### src/rtl/freds_marquee.sv
// Item-code marquee: latches a 3-bit UPC on load and drives NUM_DIGITS seven-segment digits with the item name.
// Names longer than NUM_DIGITS scroll left circularly. Optional macro STOLEN_BLINK_EN blinks stolen items.
package freds_marquee_pkg;
  localparam logic [6:0] G_A = 7'b1110111, G_B = 7'b1111100, G_C = 7'b0111001, G_D = 7'b1011110;
  localparam logic [6:0] G_E = 7'b1111001, G_F = 7'b1110001, G_G = 7'b1101111, G_H = 7'b1110100;
  localparam logic [6:0] G_I = 7'b0010000, G_L = 7'b0111000, G_P = 7'b1110011, G_R = 7'b1010000;
  localparam logic [6:0] G_S = 7'b1101101, G_BLANK = 7'b0000000, G_DASH = 7'b1000000;

  // Zero length marks an undefined code.
  function automatic logic [2:0] word_len(input logic [2:0] code);
    case (code)
      3'd0:    word_len = 3'd3;
      3'd1:    word_len = 3'd5;
      3'd3:    word_len = 3'd4;
      3'd4:    word_len = 3'd6;
      3'd5:    word_len = 3'd3;
      3'd6:    word_len = 3'd4;
      default: word_len = 3'd0;
    endcase
  endfunction

  function automatic logic code_valid(input logic [2:0] code);
    code_valid = (word_len(code) != 3'd0);
  endfunction

  // Indices past the end of the word (including the scroll gap) read as blank.
  function automatic logic [6:0] word_char(input logic [2:0] code, input logic [2:0] idx);
    word_char = G_BLANK;
    case (code)
      3'd0: case (idx) 3'd0: word_char = G_B; 3'd1: word_char = G_E; 3'd2: word_char = G_D;
              default: word_char = G_BLANK; endcase
      3'd1: case (idx) 3'd0: word_char = G_A; 3'd1: word_char = G_P; 3'd2: word_char = G_P;
              3'd3: word_char = G_L; 3'd4: word_char = G_E; default: word_char = G_BLANK; endcase
      3'd3: case (idx) 3'd0: word_char = G_B; 3'd1: word_char = G_E; 3'd2: word_char = G_E;
              3'd3: word_char = G_F; default: word_char = G_BLANK; endcase
      3'd4: case (idx) 3'd0: word_char = G_F; 3'd1: word_char = G_R; 3'd2: word_char = G_I;
              3'd3: word_char = G_D; 3'd4: word_char = G_G; 3'd5: word_char = G_E;
              default: word_char = G_BLANK; endcase
      3'd5: case (idx) 3'd0: word_char = G_C; 3'd1: word_char = G_A; 3'd2: word_char = G_R;
              default: word_char = G_BLANK; endcase
      3'd6: case (idx) 3'd0: word_char = G_F; 3'd1: word_char = G_I; 3'd2: word_char = G_S;
              3'd3: word_char = G_H; default: word_char = G_BLANK; endcase
      default: word_char = G_BLANK;
    endcase
  endfunction
endpackage

module freds_marquee_digit
  import freds_marquee_pkg::*;
#(
  parameter int K = 0
) (
  input  logic [2:0] code_i,
  input  logic [2:0] offset_i,
  input  logic       scroll_i,
  output logic [6:0] glyph_o
);
  logic [3:0] per_w;
  logic [3:0] idx_w;

  // offset < P and K < P whenever scrolling, so one subtraction is a full mod P.
  always_comb begin
    per_w = {1'b0, word_len(code_i)} + 4'd1;
    idx_w = {1'b0, offset_i} + 4'(K);
    if (scroll_i && idx_w >= per_w) idx_w = idx_w - per_w;
    glyph_o = code_valid(code_i) ? word_char(code_i, idx_w[2:0]) : G_DASH;
  end
endmodule

module freds_marquee
  import freds_marquee_pkg::*;
#(
  parameter int NUM_DIGITS = 4,
  parameter int SCROLL_DIV = 25000000,
  parameter int BLINK_DIV  = 12500000
) (
  input  logic                    clk,
  input  logic                    reset,
  input  logic                    load,
  input  logic [2:0]              upc,
  input  logic                    stolen,
  output logic [7*NUM_DIGITS-1:0] hex,
  output logic                    valid,
  output logic                    scrolling,
  output logic                    wrap
);
  localparam int DIV_W = (SCROLL_DIV > 1) ? $clog2(SCROLL_DIV) : 1;

  logic [2:0]       code_q, code_d;
  logic             loaded_q, loaded_d;
  logic [2:0]       offset_q, offset_d;
  logic [DIV_W-1:0] div_q, div_d;
  logic             wrap_d, valid_d, scroll_d, blank_d;
  logic             scroll_now;
  logic [7*NUM_DIGITS-1:0] hex_q, hex_d;
  logic             valid_q, scrolling_q, wrap_q;
  logic [NUM_DIGITS-1:0][6:0] glyph_w;

  always_comb begin
    code_d     = code_q;
    loaded_d   = loaded_q;
    offset_d   = offset_q;
    div_d      = div_q;
    wrap_d     = 1'b0;
    scroll_now = loaded_q && code_valid(code_q) && (int'(word_len(code_q)) > NUM_DIGITS);
    if (load) begin
      code_d   = upc;
      loaded_d = 1'b1;
      offset_d = 3'd0;
      div_d    = '0;
    end else if (scroll_now) begin
      if (div_q == DIV_W'(SCROLL_DIV - 1)) begin
        div_d = '0;
        // Sequence period is L+1, so the last offset equals L.
        if (offset_q == word_len(code_q)) begin
          offset_d = 3'd0;
          wrap_d   = 1'b1;
        end else begin
          offset_d = offset_q + 3'd1;
        end
      end else begin
        div_d = div_q + DIV_W'(1);
      end
    end
    valid_d  = loaded_d && code_valid(code_d);
    scroll_d = valid_d && (int'(word_len(code_d)) > NUM_DIGITS);
  end

  // Digit g is the g-th from the left, which lives in the MSB end of hex.
  for (genvar g = 0; g < NUM_DIGITS; g++) begin : g_dig
    freds_marquee_digit #(.K(g)) u_dig (
      .code_i  (code_d),
      .offset_i(offset_d),
      .scroll_i(scroll_d),
      .glyph_o (glyph_w[NUM_DIGITS-1-g])
    );
  end

`ifdef STOLEN_BLINK_EN
  localparam int BLK_W = (BLINK_DIV > 1) ? $clog2(BLINK_DIV) : 1;
  logic [BLK_W-1:0] blk_cnt_q, blk_cnt_d;
  logic             blk_off_q, blk_off_d;
  logic             stolen_q, stolen_d;

  always_comb begin
    stolen_d  = load ? stolen : stolen_q;
    blk_cnt_d = blk_cnt_q;
    blk_off_d = blk_off_q;
    if (load) begin
      blk_cnt_d = '0;
      blk_off_d = 1'b0;
    end else if (blk_cnt_q == BLK_W'(BLINK_DIV - 1)) begin
      blk_cnt_d = '0;
      blk_off_d = ~blk_off_q;
    end else begin
      blk_cnt_d = blk_cnt_q + BLK_W'(1);
    end
    blank_d = blk_off_d && stolen_d && valid_d;
  end

  always_ff @(posedge clk) begin
    if (reset) begin
      blk_cnt_q <= '0;
      blk_off_q <= 1'b0;
      stolen_q  <= 1'b0;
    end else begin
      blk_cnt_q <= blk_cnt_d;
      blk_off_q <= blk_off_d;
      stolen_q  <= stolen_d;
    end
  end
`else
  logic unused_blink;
  assign unused_blink = ^{stolen, 32'(BLINK_DIV)};
  assign blank_d = 1'b0;
`endif

  assign hex_d = (loaded_d && !blank_d) ? glyph_w : '0;

  always_ff @(posedge clk) begin
    if (reset) begin
      code_q      <= 3'd0;
      loaded_q    <= 1'b0;
      offset_q    <= 3'd0;
      div_q       <= '0;
      hex_q       <= '0;
      valid_q     <= 1'b0;
      scrolling_q <= 1'b0;
      wrap_q      <= 1'b0;
    end else begin
      code_q      <= code_d;
      loaded_q    <= loaded_d;
      offset_q    <= offset_d;
      div_q       <= div_d;
      hex_q       <= hex_d;
      valid_q     <= valid_d;
      scrolling_q <= scroll_d;
      wrap_q      <= wrap_d;
    end
  end

  assign hex       = hex_q;
  assign valid     = valid_q;
  assign scrolling = scrolling_q;
  assign wrap      = wrap_q;
endmodule
### config.mk
export PLATFORM = sky130hd
export DESIGN_NAME = freds_marquee
export DESIGN_NICKNAME = d
export VERILOG_FILES = /design/src/rtl/freds_marquee.sv
export SDC_FILE = /design/constraint.sdc
export NUM_CORES = 1
export LEC_CHECK = 0
export BUFFER_PORTS_ARGS = -buffer_cell sky130_fd_sc_hd__buf_2
export CORE_MARGIN = 2
export CORE_UTILIZATION = 40
export CTS_CLUSTER_DIAMETER = 200
export DETAILED_ROUTE_END_ITERATION = 6
export PLACE_DENSITY_LB_ADDON = 0.05
export SKIP_LAST_GASP = 1
export SYNTH_ARGS = -nofsm -noshare
export SYNTH_HDL_FRONTEND = slang
export SYNTH_SLANG_ARGS = --single-unit
### constraint.sdc
create_clock -name clk -period 6.4 [get_ports clk]
set_input_delay 1.6 -clock clk [delete_from_list [all_inputs] [get_ports clk]]
set_output_delay 1.6 -clock clk [all_outputs]
set_load 0.01 [all_outputs]
# Yosys cells after proc, flatten, opt, wreduce, memory -nomap -nowiden
# Index checks and enable logic that the tools add are counted.
# totals
elab_cells	138
rom_bits	0
latchBits	0
ram_bits	0
output_inout_bits	31
memories	0
in_bits	7
ff_bits	63
# classes
div	0
multipliers	0
n_lt_le_gt_ge	6
n_addsub	10
eq_ne	32
reduce_logical	28
shift	0
mux	49
n_bitwise	4
# ops
operator	count
$pmux W7 S6	8
$pmux W7 S3	12
$pmux W7 S4	8
$eq A3 B3 Y1 const B	14
$mux W3	12
$eq A3 B2 Y1 const B	10
$mux W7	4
$add A25 B1 Y25 const B	1
$eq A25 B25 Y1 const B	1
$mux W25	1
$pmux W3 S4	2
$reduce_or A2 Y1	10
$eq A3 B1 Y1 const B	6
$logic_not A3 Y1	6
$ge A4 B4 Y1	3
$sub A3 B3 Y3	4
$add A3 B1 Y4 const B	2
$add A3 B2 Y4 const B	2
$logic_and A1 B1 Y1	8
$gt A3 B3 Y1 const B	2
$reduce_bool A3 Y1	2
$ge A3 B4 Y1	1
$not A1 Y1	4
$reduce_or A4 Y1	1
4 further kinds	5

# Depth between registers and ports, before layout
# depth
depth_word	22
mapped_depth	21
ltp_nobuf	19

# Modules after synthesis
# Synthesis repeated with hierarchy kept, for this count alone.
# unflattened
hier_cells	754
hier_area_um2	5853.1
# by_module_without_submodules
module	area_each_um2	instances	seq_area_each_um2	cells_each
freds_marquee	2582.5	1	1261.2	274
freds_marquee_digit at g_dig[1].u_dig	879.6	1	0.0	132
freds_marquee_digit at g_dig[0].u_dig	837.1	1	0.0	119
freds_marquee_digit at g_dig[3].u_dig	787.0	1	0.0	116
freds_marquee_digit at g_dig[2].u_dig	767.0	1	0.0	113

# Worst setup path before layout
# No wires, ideal clock.
# synth_path
kind	input port to flip-flop
startpoint	input load
endpoint	register hex_q[6], in the netlist hex[6]
path_stages	19
arrival_ns	5.652
path_buffers	6
setup_slack_ns	0.632
required_ns	6.284
setup_ns	0.116
cell_sequence	buf_2 clkbuf_1 mux2i_1 clkbuf_1 clkbuf_1 nand2_1 ha_1 inv_1 fa_1 o211ai_1 a21o_1 clkbuf_1 nand2_1 o21ai_0 clkbuf_1 a21oi_1 a221oi_2 o31ai_1 a31o_1
# synth_via
elab_chain_cells	14
elab_cells_between_ends	39
# synth_rtl
element	line	source
from (decl)	79	input logic load,
branches (longest 14 deep; another with $add A3 B1 Y4)	--	
to (signal assigned)	186	hex_q <= '0;
to (signal assigned)	195	hex_q <= hex_d;
to (decl)	95	logic [7*NUM_DIGITS-1:0] hex_q, hex_d;
# Parallel ways; which one is timed is not known.
# A chain may end at the register's enable or synchronous reset.

# Worst setup path after layout
# layout_path
startpoint	input load
endpoint	register hex_q[24], in the netlist hex[24]
# layout_via
elab_chain_cells	13
elab_cells_between_ends	38
# layout_rtl
element
branches (longest 13 deep; another with $add A3 B1 Y4)
# Parallel ways; which one is timed is not known.

==> results.md <==
* Status: finished clean
* Ys flop type: dfxtp_1
* Final hold vios at 0
* Xor/xnor cell area share of the yosys netlist at 0.0614
* Postcts setup bufs at 0
* Setup CP Type: primary input to register
* Area leader, netlist: dfxtp_1
* Cts bufs inserted at 9
* DR WL/cell at 17.8 µm
* H-tree levels at 3
* DR vias at 4619
* Ys Warns at 0
* Post-synthesis cell type count at 74
* Latest clock arrival within the worst-skew pair at 0.34 ns
* Synthesized area at 4560 µm²
* Largest family of logic cells by synthesized area: compound AO/OA/AOI/OAI gates
* IO Port Bufs at 36
* Synth Area in Compound Gates at 0.270
* Initial Utilization at 0.405
* Worst Path Arrival at 5.89 ns
* # hold bufs at CTS at 0
* Setup Skew at 0.00992 ns
* Max-slew violations at 0
* Maximum vdd ir drop at 126 µV
* RePlAce Congestion at 0.896
* Slew HR at 0.307
* Power Dens Cells at 220 nW/µm²
* Global route total overflow at 0
* Antenna Nets Post-Route at 0
* Fmax at 176 MHz
* Synth Instances at 591
* Core area at 11300 µm²
* Placed Cells at 751
* Vias per cell at 6.02
* CTS tree: done
* Multiplexer share of the synthesized area at 0.0282
* TritonRoute pass-1 iters at 5
* Post-synthesis sequential element count at 63
* Crit. End Element: register
* DR iter-0 viols at 431
* Post-Synth Simple-Gate Area at 0.248
* Residual DRC at 0
* Post-synth EDFFs at 0
* Count of non-filler cells in the finished layout at 767
* Min-Delay Path Class: register to register
* Unrepaired setup endpoints after global routing: false
* Total global-route track usage at 0.226
* Final Worst Setup Slack at 0.715 ns
* Site row count at 39
* Crit share post-route at 0.888
* Antenna cells at 0
* Share of layout cells above drive strength 1 at 0.149
* Die area at 12300 µm²
* Die height at 111 µm
* Clk buf depth at 2
* CP required at 6.61 ns
* Initial antenna violation count at 0
* Area contributors post-synth: dfxtp_1 (28%), nor2_1 (6.0%), ha_1 (5.5%)
* Count leader, synth: nor2_1
* Post-CTS Resized at 0
* Vias in the first global route at 4253
* Chip width at 111 µm
* Final setup vio count at 0
* Largest net degree at the start of global routing at 35
* CTS sink cnt at 63
* Max cap viols at 0
* Post-synth top cells: nor2_1 (73), dfxtp_1 (63), nand2_1 (54)
* Register area share after synthesis at 0.276
* Nets@finish at 650
* Async set-or-reset flop fraction in the synthesized netlist at 0
* Clock transition at path regs at 0.05 ns
* Post-Synth Adder-Cell Area at 0.0724
* Setup TNS at 0 ns
* Detailed Place HPWL at 9.69 mm
* Final Critical Period at 5.69 ns
* Final hold slack at 0.528 ns
* Mean Syn Cell Area at 7.72 µm²
* First-pass GRT wire length at 22.4 mm
* Nature of the critical path startpoint: primary input
* Clock Tree Root: clkbuf_16
* # IOs at 38
* Worst slack at placement at 0.425 ns
* Slew at the pin with the worst max-slew slack at 1.04 ns
* CP Max Fanout at 18
* Leakage at 2.00 nW
* Area grow syn2layout at 13.3%
* Total Routed Length at 13.6 mm
* Synth top area share at 0.276
## per-layer routing
| metal | share of wire | global-route usage | wire [µm] | vias to the layer above |
|---|---|---|---|---|
| met3 | 0.075 | 0.0580 | 1020 | 13 |
| li1 | - | - | - | 2239 |
| met1 | 0.47 | 0.323 | 6470 | 2188 |
| met4 | 0.011 | 0.0567 | 156 | 0 |
| met2 | 0.44 | 0.342 | 5990 | 179 |
| met5 | 0 | 0 | 0 | - |
## state kept, by name, indices dropped and copies added, names as in the netlist
name       count
code_q         3
div_q         25
hex           28
loaded_q       1
offset_q       3
scrolling      1
valid          1
wrap           1
## through the flow
stage	utilization	instance area [µm²]	power, mW
3_3_place_gp	0.434	4890	0.694
3_5_place_dp	0.434	4890	0.696
4_1_cts	0.459	5170	1.15
5_1_grt	0.459	5170	1.20
6_report	0.459	5170	1.14
2_1_floorplan	-	4570	0.617
## worst max-delay path: stages
cell and delay (ns):
buf_2 0.33, mux2_2 0.47, nand2_1 0.31, nand2_1 0.17, inv_1 0.05, ha_1 0.18, xnor2_1 0.45, ha_1 0.35
a21boi_0 0.13, o21bai_1 0.47, nand2b_1 0.17, o22ai_2 0.40, and2_1 0.28, nor3_1 0.07, a311oi_1 0.33, o41ai_2 0.12
## path summary, 6_finish.rpt
check                                end  slack (ns)  startpoint  cells after the start
worst min-delay path            div_q[3]        0.53    div_q[3]                      2
worst min register to register  div_q[3]        0.53    div_q[3]                      2
worst max-delay path             hex[24]        0.71        load                     16
worst max register to register    hex[6]        1.31   div_q[14]                     18
## logic make-up (layout without fill, tap and decap cells)
group	Yosys count	after routing
compound gates	178	178
xor+xnor	32	32
fa+ha+maj	24	24
buf+inv	49	80
flops	63	63
mux	12	12
other cells	1	3
simple gates	232	232
## placed cells by master (no fill, tap or decap), drive strengths merged, types with 6 or more instances in the layout
cell type  instances
inv               14
xor2              19
clkbuf            11
nand4             10
and3               6
a31oi             11
nor3              23
o211ai             7
o22ai              9
nand2             54
dfxtp             63
nand3             21
mux2i              8
nor2              75
o221ai             6
o21ai             36
a21o               7
ha                20
buf               50
a21oi             52
and2               6
xnor2             13
a311oi             6
nor4               8
nand2b             6
## power breakdown
part	switching, mW	internal, mW
Clock	0.172	0.271
Sequential	0.00587	0.411
Combinational	0.179	0.0979
Total	0.357	0.780
## layout make-up
type,instances,area (µm²)
inverter,14,52.6
clock inverter,5,33.8
timing repair buffer,50,285
multi-input combinational,481,3120
sequential,63,1260
tap,143,179
fill,1144,6100
clock buffer,11,243
No activity file was read; power rests on OpenSTA's default activity.
